**config.mk**
```make
export PLATFORM = sky130hd
export DESIGN_NAME = display_scan_ctrl
export DESIGN_NICKNAME = d
export VERILOG_FILES = /design/src/rtl/display_scan_ctrl.sv
export SDC_FILE = /design/constraint.sdc
export NUM_CORES = 1
export LEC_CHECK = 0
export CELL_PAD_IN_SITES_DETAIL_PLACEMENT = 0
export CELL_PAD_IN_SITES_GLOBAL_PLACEMENT = 1
export CORE_MARGIN = 2
export CORE_UTILIZATION = 38
export CTS_CLUSTER_SIZE = 14
export DETAILED_ROUTE_END_ITERATION = 6
export PLACE_DENSITY_LB_ADDON = 0.2
export RECOVER_POWER = 25
export SLEW_MARGIN = 40
export SYNTH_ARGS = -nofsm -noshare
export SYNTH_HDL_FRONTEND = slang
export SYNTH_SLANG_ARGS = --single-unit
```
**constraint.sdc**
```tcl
create_clock -name clk -period 2.6 [get_ports clk]
set_input_delay 0.39 -clock clk [delete_from_list [all_inputs] [get_ports clk]]
set_output_delay 0.39 -clock clk [all_outputs]
set_load 0.03 [all_outputs]
```
**src/rtl/display_scan_ctrl.sv**
```systemverilog
// Scan sequencer for a 4-digit multiplexed 7-segment display.
// Walks digits 3,2,1,0 with a blanking gap before each digit lights, and
// double-buffers the displayed value so that updates land only at a frame boundary.
module display_scan_ctrl #(
   parameter int unsigned DIV_COUNT    = 50000,
   parameter int unsigned BLANK_CYCLES = 16
) (
   input  logic       clk,
   input  logic       reset,
   input  logic       enable,
   input  logic       load,
   output logic       ready,
   input  logic [3:0] num2_in,
   input  logic [3:0] num1_in,
   input  logic [3:0] num0_in,
   input  logic       neg_in,
   output logic [1:0] digit,
   output logic [3:0] num2,
   output logic [3:0] num1,
   output logic [3:0] num0,
   output logic       neg,
   output logic [3:0] digit_en,
   output logic       frame_tick
);

   localparam int unsigned MaxCnt = (DIV_COUNT > BLANK_CYCLES) ? DIV_COUNT : BLANK_CYCLES;
   localparam int unsigned CntW   = (MaxCnt > 1) ? $clog2(MaxCnt) : 1;

   localparam logic [CntW-1:0] BlankLast = CntW'(BLANK_CYCLES - 1);
   localparam logic [CntW-1:0] OnLast    = CntW'(DIV_COUNT - 1);

   typedef enum logic [0:0] {StBlank, StOn} state_e;

   state_e          state_q, state_d;
   logic [CntW-1:0] cnt_q, cnt_d;
   logic [1:0]      digit_q, digit_d;
   logic [3:0]      digit_en_q, digit_en_d;
   logic            frame_tick_q, frame_tick_d;
   logic            commit_q, commit_d;
   logic            pend_full_q, pend_full_d;
   logic [3:0]      pend2_q, pend2_d, pend1_q, pend1_d, pend0_q, pend0_d;
   logic            pend_neg_q, pend_neg_d;
   logic [3:0]      num2_q, num2_d, num1_q, num1_d, num0_q, num0_d;
   logic            neg_q, neg_d;
   logic            wrap;

   // Next-state for the slot FSM, handshake buffer and committed value
   always_comb begin
      state_d      = state_q;
      cnt_d        = cnt_q + CntW'(1);
      digit_d      = digit_q;
      pend_full_d  = pend_full_q;
      pend2_d      = pend2_q;
      pend1_d      = pend1_q;
      pend0_d      = pend0_q;
      pend_neg_d   = pend_neg_q;
      num2_d       = num2_q;
      num1_d       = num1_q;
      num0_d       = num0_q;
      neg_d        = neg_q;

      unique case (state_q)
         StBlank: begin
            if (cnt_q == BlankLast) begin
               state_d = StOn;
               cnt_d   = '0;
            end
         end
         StOn: begin
            if (cnt_q == OnLast) begin
               state_d = StBlank;
               cnt_d   = '0;
               digit_d = digit_q - 2'd1;  // 0 wraps to 3
            end
         end
         default: begin
            state_d = StBlank;
            cnt_d   = '0;
         end
      endcase

      wrap         = (state_q == StOn) && (cnt_q == OnLast) && (digit_q == 2'd0);
      frame_tick_d = wrap;
      commit_d     = wrap && pend_full_q;

      if (commit_d) begin
         num2_d = pend2_q;
         num1_d = pend1_q;
         num0_d = pend0_q;
         neg_d  = pend_neg_q;
      end

      // Buffer frees one cycle after the commit edge; pending is still full
      // during that cycle, so a new load cannot collide with the clear.
      if (commit_q) begin
         pend_full_d = 1'b0;
      end

      if (load && !pend_full_q) begin
         pend_full_d = 1'b1;
         pend2_d     = num2_in;
         pend1_d     = num1_in;
         pend0_d     = num0_in;
         pend_neg_d  = neg_in;
      end

      // Anodes derived from next state so the output is a clean flop
      if (state_d == StOn && enable) begin
         digit_en_d = ~(4'b0001 << digit_d);
      end else begin
         digit_en_d = 4'b1111;
      end
   end

   // State and output registers with synchronous reset
   always_ff @(posedge clk) begin
      if (reset) begin
         state_q      <= StBlank;
         cnt_q        <= '0;
         digit_q      <= 2'd3;
         digit_en_q   <= 4'b1111;
         frame_tick_q <= 1'b0;
         commit_q     <= 1'b0;
         pend_full_q  <= 1'b0;
         pend2_q      <= '0;
         pend1_q      <= '0;
         pend0_q      <= '0;
         pend_neg_q   <= 1'b0;
         num2_q       <= '0;
         num1_q       <= '0;
         num0_q       <= '0;
         neg_q        <= 1'b0;
      end else begin
         state_q      <= state_d;
         cnt_q        <= cnt_d;
         digit_q      <= digit_d;
         digit_en_q   <= digit_en_d;
         frame_tick_q <= frame_tick_d;
         commit_q     <= commit_d;
         pend_full_q  <= pend_full_d;
         pend2_q      <= pend2_d;
         pend1_q      <= pend1_d;
         pend0_q      <= pend0_d;
         pend_neg_q   <= pend_neg_d;
         num2_q       <= num2_d;
         num1_q       <= num1_d;
         num0_q       <= num0_d;
         neg_q        <= neg_d;
      end
   end

   assign ready      = !pend_full_q;
   assign digit      = digit_q;
   assign digit_en   = digit_en_q;
   assign frame_tick = frame_tick_q;
   assign num2       = num2_q;
   assign num1       = num1_q;
   assign num0       = num0_q;
   assign neg        = neg_q;

endmodule

```
# Word-level counts from Yosys, hierarchy flattened
# Index checks and enable logic that the tools add are counted.
[totals] latchBits=0 in_bits=17 romBits=0 register_bits=52 word_cells=42 memories=0 ram_bits=0
[classes] reduce_logical=9 n_eq_ne=2 magnitude_cmp=0 div_mod_pow=0 multipliers=0 n_shift=1 mux=10 n_addsub=2 n_bitwise=3
[ops] op="2-to-1 mux 16 bit" n=2
[ops] op="one-hot mux 16 bit (2 select lines)" n=1
[ops] op="adder 16 x 1 -> 16 bit, second input constant" n=1
[ops] op="equality test 16 bit, second input constant" n=1
[ops] op="equality test 16 x 4 -> 1 bit, second input constant" n=1
[ops] op="logical AND 1 bit" n=5
[ops] op="2-to-1 mux 1 bit" n=4
[ops] op="2-to-1 mux 2 bit" n=2
[ops] op="NOT 4 bit" n=1
[ops] op="left shift 1 x 2 -> 4 bit, first input constant" n=1
[ops] op="logical NOT 2 bit" n=1
[ops] op="NOT 1 bit" n=2
[ops] op="one-hot mux 1 bit (2 select lines)" n=1
[ops] op="nonzero test 2 bit" n=1
[ops] op="OR reduction 2 bit" n=1
[ops] op="subtractor 2 x 1 -> 2 bit, second input constant" n=1
[ops] op="logical NOT 1 bit" n=1

# Logic depth before layout (Yosys ltp)
# Gate-level depths: netlist of run 1.
[logic_depth] depth_word=6 ltp_mapped=7 ltp_nobuf=6

# Least setup slack after synthesis of run 1
# Ideal clock, no wire load.
[synth_timing] path_type="register -> register" from="register cnt_q[10]" to="register digit_en_q[2], in the netlist digit_en[2]" setup_time_ns=0.128 path_stages_with_launch=7 period_less_slack_ns=1.906 t_arrival_ns=1.778 path_slack_ns=0.694 path_buffers=2 cell_sequence="dfxtp_1 > or4_1 > or3_1 > buf_6 > buf_6 > nor4_1 > o22ai_1"
[synth_between] elab_chain_cells=6
[synth_rtl] item="from (decl)" line_no="35" rtl="logic [CntW-1:0] cnt_q, cnt_d;"
[synth_rtl] item="from (signal assigned)" line_no="135" rtl="cnt_q <= cnt_d;"
[synth_rtl] item="equality test 16 bit / equality test 16 x 4 -> 1 bit (equally long branches)" line_no="70, 64"
[synth_rtl] item="2-to-1 mux 1 bit, on equally long branches" line_no="70, 64"
[synth_rtl] item="one-hot mux 1 bit (2 select lines)" line_no="62" rtl="unique case (state_q)"
[synth_rtl] item="logical AND 1 bit" line_no="108" rtl="if (state_d == StOn && enable) begin"
[synth_rtl] item="NOT 1 bit (no line)"
[synth_rtl] item="OR reduction 2 bit (no line)"
[synth_rtl] item="to (signal assigned)" line_no="137" rtl="digit_en_q <= digit_en_d;"
[synth_rtl] item="to (decl)" line_no="37" rtl="logic [3:0] digit_en_q, digit_en_d;"
# Several ways; a longest one is shown, not always the timed one.
# A chain may end at the register's enable or synchronous reset.

# Worst setup path in the final report of run 1
[layout_timing] from="register cnt_q[10]" to="register neg_q, in the netlist neg"
[layout_between] elab_chain_cells=4
[layout_rtl] item="equality test 16 bit" line_no="82" rtl="wrap = (state_q == StOn) && (cnt_q == OnLast) && (digit_q == 2'd0);"
[layout_rtl] item="logical AND 1 bit (2 in a row)" line_no="82"
[layout_rtl] item="logical AND 1 bit" line_no="84" rtl="commit_d = wrap && pend_full_q;"
[layout_rtl] item="to (signal assigned)" line_no="148" rtl="neg_q <= neg_d;"
[layout_rtl] item="to (decl)" line_no="44" rtl="logic neg_q, neg_d;"
# No other way between the ends.

==> results of run 1 <==
## registers in the layout (all words and copies together), names as in the netlist, 2 cells and up
| register | count |
|---|---|
| pend2_q | 4 |
| pend0_q | 4 |
| num0 | 4 |
| num2 | 4 |
| num1 | 4 |
| digit | 2 |
| pend1_q | 4 |
| cnt_q | 16 |
| digit_en | 4 |
## synth_stat cells
| library cell | n | share of area |
|---|---|---|
| o31ai_1 | 1 | 0.0035 |
| nand4_1 | 2 | 0.0058 |
| and3_1 | 3 | 0.0087 |
| a21oi_1 | 28 | 0.065 |
| and4_1 | 2 | 0.0081 |
| nor3_1 | 18 | 0.042 |
| clkbuf_1 | 14 | 0.024 |
| and2_1 | 1 | 0.0029 |
| o21ai_0 | 17 | 0.039 |
| or4_1 | 2 | 0.0070 |
| nor4_1 | 8 | 0.023 |
| a211oi_1 | 7 | 0.024 |
| inv_1 | 8 | 0.014 |
| nor3b_1 | 1 | 0.0035 |
| or2_2 | 1 | 0.0029 |
| or3_1 | 4 | 0.012 |
| nor4b_4 | 1 | 0.011 |
| xnor2_1 | 10 | 0.041 |
| a21oi_4 | 1 | 0.0075 |
| nand3_1 | 23 | 0.053 |
| nor2b_1 | 1 | 0.0029 |
| dfxtp_1 | 52 | 0.48 |
| buf_6 | 2 | 0.010 |
| nand2_1 | 33 | 0.057 |
| ha_1 | 2 | 0.012 |
| o22ai_1 | 4 | 0.012 |
| o2111a_2 | 1 | 0.0058 |
| buf_4 | 1 | 0.0035 |
| xor2_1 | 2 | 0.0081 |
| nor2_1 | 5 | 0.0087 |
## worst max-delay path by stage
stage	startpoint	endpoint	slack, ps	cells past startpoint
finish	cnt_q[10]	neg	350	5
global route	cnt_q[10]	neg	170	5
CTS	cnt_q[5]	digit_en[3]	370	4
detailed placement	cnt_q[5]	digit_en[3]	390	4
global placement	cnt_q[10]	digit_en[2]	420	4
floorplan	cnt_q[10]	digit_en[2]	690	6
## through the flow
stage,hold WS [ps],setup slack [ps],std cells,utilization
finish,410,349,361,0.492
global route,424,166,361,0.492
CTS,415,368,361,0.493
detailed placement,402,395,353,0.470
global placement,400,424,353,0.470
floorplan,393,694,255,-
## critical path, cell delays in order (launching register included)
cell	delay (ps)
dfxtp_1	350
or4_1	570
or3_1	640
buf_4	270
o21ai_0	180
a21oi_1	90
## layer usage
metal | vias up | global-route usage
li1 | 971 | -
met1 | 865 | 0.226
met2 | 45 | 0.245
met3 | 5 | 0.0362
met4 | 0 | 0.0431
met5 | - | 0
## logic make-up (layout without fill, tap and decap cells)
| kind of cell | Yosys count | count (layout) | synth area share |
|---|---|---|---|
| simple gates | 105 | 105 | 0.249 |
| compound gates | 59 | 59 | 0.157 |
| flops | 52 | 52 | 0.482 |
| buf+inv | 25 | 59 | 0.0521 |
| xor+xnor | 12 | 12 | 0.0487 |
| fa+ha+maj | 2 | 2 | 0.0116 |
## area by class of cell
| class | count | area (sq um) |
|---|---|---|
| fill | 547 | 2800 |
| sequential | 52 | 1040 |
| multi-input combinational | 178 | 1010 |
| timing repair buffer | 43 | 412 |
| clock buffer | 7 | 96.3 |
| tap | 72 | 90.1 |
| clock inverter | 1 | 30.0 |
| inverter | 8 | 30.0 |
## report_power, final
group          total (mW)  leakage [nW]  internal, mW  switching (mW)
sequential          0.822         0.422         0.812          0.0100
combinational      0.0770         0.421        0.0386          0.0384
clock               0.592        0.0645         0.340           0.252
total                1.49         0.907          1.19           0.301
==> key figures, run 1 <==
Status
  – Outcome: completed

Global route
  – First-pass GRT wire length: 8050 um
  – Vias in the first global route: 1719
  – GRT Total Usage: 0.160
  – Antenna violations before repair: 0
  – Grt total ovfl: 0
  – Largest net degree at the start of global routing: 28

Die
  – IO Pins: 38
  – Num rows: 27
  – Die width: 79.4 um
  – Die area: 0.00630 sq mm
  – Die extent in y: 79.4 um
  – Starting density of the core: 0.392
  – Core area: 0.00551 sq mm

Detailed routing
  – Met2 WL post-DR: 2090 um
  – Post-Route WL: 4750 um
  – Detailed-route via count: 1886
  – Met3 Routed Length: approximately 210 um
  – Wire length per cell: 13.2 um
  – Post-route ant nets: 0
  – Top sig layer: met4
  – Router iterations before antenna repair: 4
  – Vias per Instance: roughly 5.2
  – Residual DRC: 0
  – Met1 wire length: about 2400 um
  – First-iteration detailed-routing DRC count: 75

STA
  – Unrepaired setup endpoints after global routing: no
  – Final Cycle Share: 0.866
  – Slew HR: 0.199
  – Worst Max-Slew Pin Slew: 1200 ps
  – Max Freq: 0.444 GHz
  – Setup violations, final: 0
  – Final-report hold violation count: 0
  – Setup_tns: 0 ps
  – Final Max Tran Viols: 0
  – Tmin final: 2250 ps
  – Worst Clk Skew: 7.08 ps

Power
  – Static leakage: roughly 0.91 nW
  – Power, Total: 1.49 mW
  – Peak VDD IR: 412 uV
  – PwrDens: roughly 550 mW/mm^2

Placed design
  – Routability cong.: 0.824
  – IO buf count: 37
  – DP Area: 0.00259 sq mm
  – Post-DP HPWL: 3220 um

Finish
  – Antenna diodes: 0
  – Post-layout instance area: 0.00271 sq mm
  – Share of cells above drive strength 1: 0.0623
  – Nets: 307
  – Most common cell after layout, fill and taps aside: dfxtp_1
  – Most frequent cells in the layout: dfxtp_1, nand2_1, clkdlybuf4s50_1
  – Layout area overhead: 25.5%

Critical path
  – Setup CP Type: flip-flop to flip-flop
  – R2R Path End: neg
  – FF-to-FF Start: cnt_q[10]
  – Number of cells on the worst reg-to-reg path: 5
  – CP Data Required Time: 2740 ps
  – Reg2reg setup slack: 350 ps
  – CP Capture Type: flip-flop
  – Crit path launch type: flip-flop
  – Arr. time, crit path: 2390 ps
  – Critical Path Fanout Max: 15

Clock tree
  – Post-CTS Resized: 0
  – CTS H-tree lvls: 2
  – Clock latency on the worst-skew pair: 300 ps
  – TritonCTS buffer count: 5
  – Hold-fix buffers, CTS: 0
  – Root buffer cell: clkbuf_8
  – Bufs on Longest Clock Path: 2
  – TritonCTS clock tree: yes
  – Sink Count: 52
  – CTS clk-pin slew, worst paths: 90 ps
  – # Post-CTS Setup Buffers: 0

Worst hold path
  – Worst hold stages: 1
  – Worst hold path startpoint: commit_q
  – Worst Hold Class: flip-flop to flip-flop
  – Worst Hold Path EP: pend_full_q

Flow run
  – Max-cap check violation count: 0

Yosys
  – Post-Syn Nets: 274
  – Cell Area, Synth: 0.00216 sq mm
  – Cell variety after synth: 30
  – Synth Instances: 255
  – Register area share after synthesis: 0.482
  – Synthesis-stage register bit count: 52
  – Count of warnings emitted by yosys: 0
  – Synth Area per Inst: 8.47 sq um
(Power assumes the default switching activity.)
==> run 2: changes to the inputs <==
--- a/config.mk
+++ b/config.mk
@@ -13,7 +13,7 @@
 export DETAILED_ROUTE_END_ITERATION = 6
 export PLACE_DENSITY_LB_ADDON = 0.2
 export RECOVER_POWER = 25
-export SLEW_MARGIN = 40
+export SLEW_MARGIN = 10
 export SYNTH_ARGS = -nofsm -noshare
 export SYNTH_HDL_FRONTEND = slang
 export SYNTH_SLANG_ARGS = --single-unit
==> results of run 2 <==
No change in the layout: final DEF, timing and power equal those of run 1.
==> variant (flow settings as in run 2) <==
Put one more register stage on the output `digit_en`, without a reset. The value now appears one clock later. The other outputs are not delayed to match.
--- a/src/rtl/display_scan_ctrl.sv
+++ b/src/rtl/display_scan_ctrl.sv
@@ -151,7 +151,9 @@
 
    assign ready      = !pend_full_q;
    assign digit      = digit_q;
-   assign digit_en   = digit_en_q;
+   always_ff @(posedge clk) begin
+      digit_en <= digit_en_q;
+   end
    assign frame_tick = frame_tick_q;
    assign num2       = num2_q;
    assign num1       = num1_q;
Function: changed (a bounded check fails within 4 cycles, from zero or initial values and one cycle with reset high).
==> variant against run 2 <==
- hold slack worse by 73 ps
- synthesized cell count up 2.0%
- design area up 1.7%
- setup slack better by 71 ps
- clock power down 15%
- die area up 3.5%
- utilization down 0.064 points
- total power down 2.0%
- sequential cell count up 4
- synthesized area up 3.7%
- routed wire length up 6.4%
- critical endpoint is now digit_en_q[3]
- largest cell class unchanged
==> variant: results (changes against run 2) <==
Parameter                              Value

Detailed routing
  Wirelength per Cell ... 13.8 um (+4.9%)
  Violation count after the first detailed-routing iteration ... 96 (+28%)
  Number of vias per cell after detailed routing ... 5.21 (-0.32%)

Min path
  Worst min-delay path startpoint ... digit_en_q[0]
  Capture endpoint of the worst hold path ... digit_en[0]

Power
  Leakage component of the power ... 0.000920 uW (+1.3%)
  VDD IR max ... 0.220 mV (-47%)

Placement
  Placed wire-length estimate ... 3.41 mm (+5.9%)
  Placer's final routability congestion estimate ... 0.856 (+3.9%)
  Placed cell count ... 358 (+1.4%)
  Post-placement setup slack ... 444 ps (+49.0 ps)

Final layout
  Number of filler instances in the final layout ... 580 (+6.0%)
  Largest reg by FF count ... cnt_q
  Proportion of layout cells with a drive suffix above 1 ... 6.12% (-0.11 points)
  Count of placed standard cells in the final layout, fillers left out ... 366 (+1.4%)
  Net count of the finished layout ... 312 (+1.6%)

Logic synthesis
  Net count after synthesis ... 279 (+1.8%)
  Commonest cells in the netlist ... sky130_fd_sc_hd__dfxtp_1, sky130_fd_sc_hd__nand2_1, sky130_fd_sc_hd__a21oi_1, sky130_fd_sc_hd__nand3_1, sky130_fd_sc_hd__nor3_1
  Sequential fraction of the synthesis area ... 50.1% (+1.9 points)
  Post-Syn Instances ... 260 (+2.0%)
  Netlist cell types ... 31 (+3.3%)
  Biggest area contributors in the synthesized netlist ... sky130_fd_sc_hd__dfxtp_1, sky130_fd_sc_hd__a21oi_1, sky130_fd_sc_hd__nand2_1

Outcome
  Run status ... finished clean

Critical path
  Crit Reg-Reg Endpoint ... digit_en_q[3]
  Startpoint of the lowest-slack register-to-register path ... cnt_q[10]
  Critical path fanouts, max ... 22 (+7)

Timing
  Fraction of the cycle the final worst path needs ... 83.8% (-2.7 points)
  Hold_ws ... 337 ps (-72.8 ps)
  Relative slew slack ... 31.0% (+11 points)
  Final clock skew ... 5.64 ps (-1.44 ps)

CTS
  CTS clock-pin slew for the worst setup and hold paths ... 110 ps (+20 ps)

Global routing
  All-layer global routing usage ... 17.2% (+1.3 points)
  Pin count of the biggest net entering global routing ... 25 (-11%)
  First-pass GRT wire length ... 8.68 mm (+7.9%)
  Via count of the first global-routing pass ... 1809 (+5.2%)
[variant: changes by cell type after synthesis, sizes merged]
cell    before  now
clkbuf      14   11
dfxtp       52   56
and4         2    1
nand3       23   24
and2         1    0
nor2         5    6
buf          3    6
nor3        18   19
[variant: critical path: stages, from the launching register on]
cell                      delay (ps)
sky130_fd_sc_hd__dfxtp_1         360
sky130_fd_sc_hd__or4_1           560
sky130_fd_sc_hd__or3_1           440
sky130_fd_sc_hd__buf_4           230
sky130_fd_sc_hd__nor4b_4         350
sky130_fd_sc_hd__o22ai_1         120
[variant: worst max path at each step]
stage / start / cells past startpoint / end
after floorplan: cnt_q[10] / 6 / digit_en_q[2]
after global placement: cnt_q[10] / 5 / digit_en_q[2]
after detailed placement: cnt_q[10] / 5 / digit_en_q[1]
after CTS: cnt_q[10] / 5 / digit_en_q[1]
after global routing: cnt_q[5] / 5 / digit_en_q[0]
final: cnt_q[10] / 5 / digit_en_q[3]
[variant: cell type report]
class                   instances  area share, %
repair buffers                 43           14.9
clock buffers                   5           2.50
multi-input cells             179           36.6
well taps                      72           3.27
flip-flops and latches         56           40.7
clock inverters                 3          0.908
inverters                       8           1.09
[variant: stage by stage]
step | instance area, um2 | total power, uW
after floorplan | 2240 | 941
after global placement | 2670 | 983
after detailed placement | 2670 | 983
after CTS | 2760 | 1480
after global routing | 2760 | 1520
final | 2760 | 1460
[variant: routing by layer]
layer | up-vias | GRT usage, % | part of all wire, %
li1 | 985 | - | -
met1 | 876 | 22.9 | 50
met2 | 41 | 27.6 | 45
met3 | 4 | 4.56 | 3.7
met4 | 0 | 5.25 | 0.85
met5 | - | 0 | 0
[variant: logic make-up after synthesis]
kind of cell	synth area share, %
simple gates	23.9
compound gates	15.1
flops	50.1
buf+inv	5.08
xor+xnor	4.69
fa+ha+maj	1.12
[variant: power by group]
group / internal (uW) / total [uW] / leakage, uW / switching (uW)
Combinational: 38.4 / 78.2 / 0.000420 / 39.8
Clock: 197 / 501 / 0.0000452 / 303
Sequential: 874 / 883 / 0.000454 / 9.60
Total: 1110 / 1460 / 0.000920 / 353
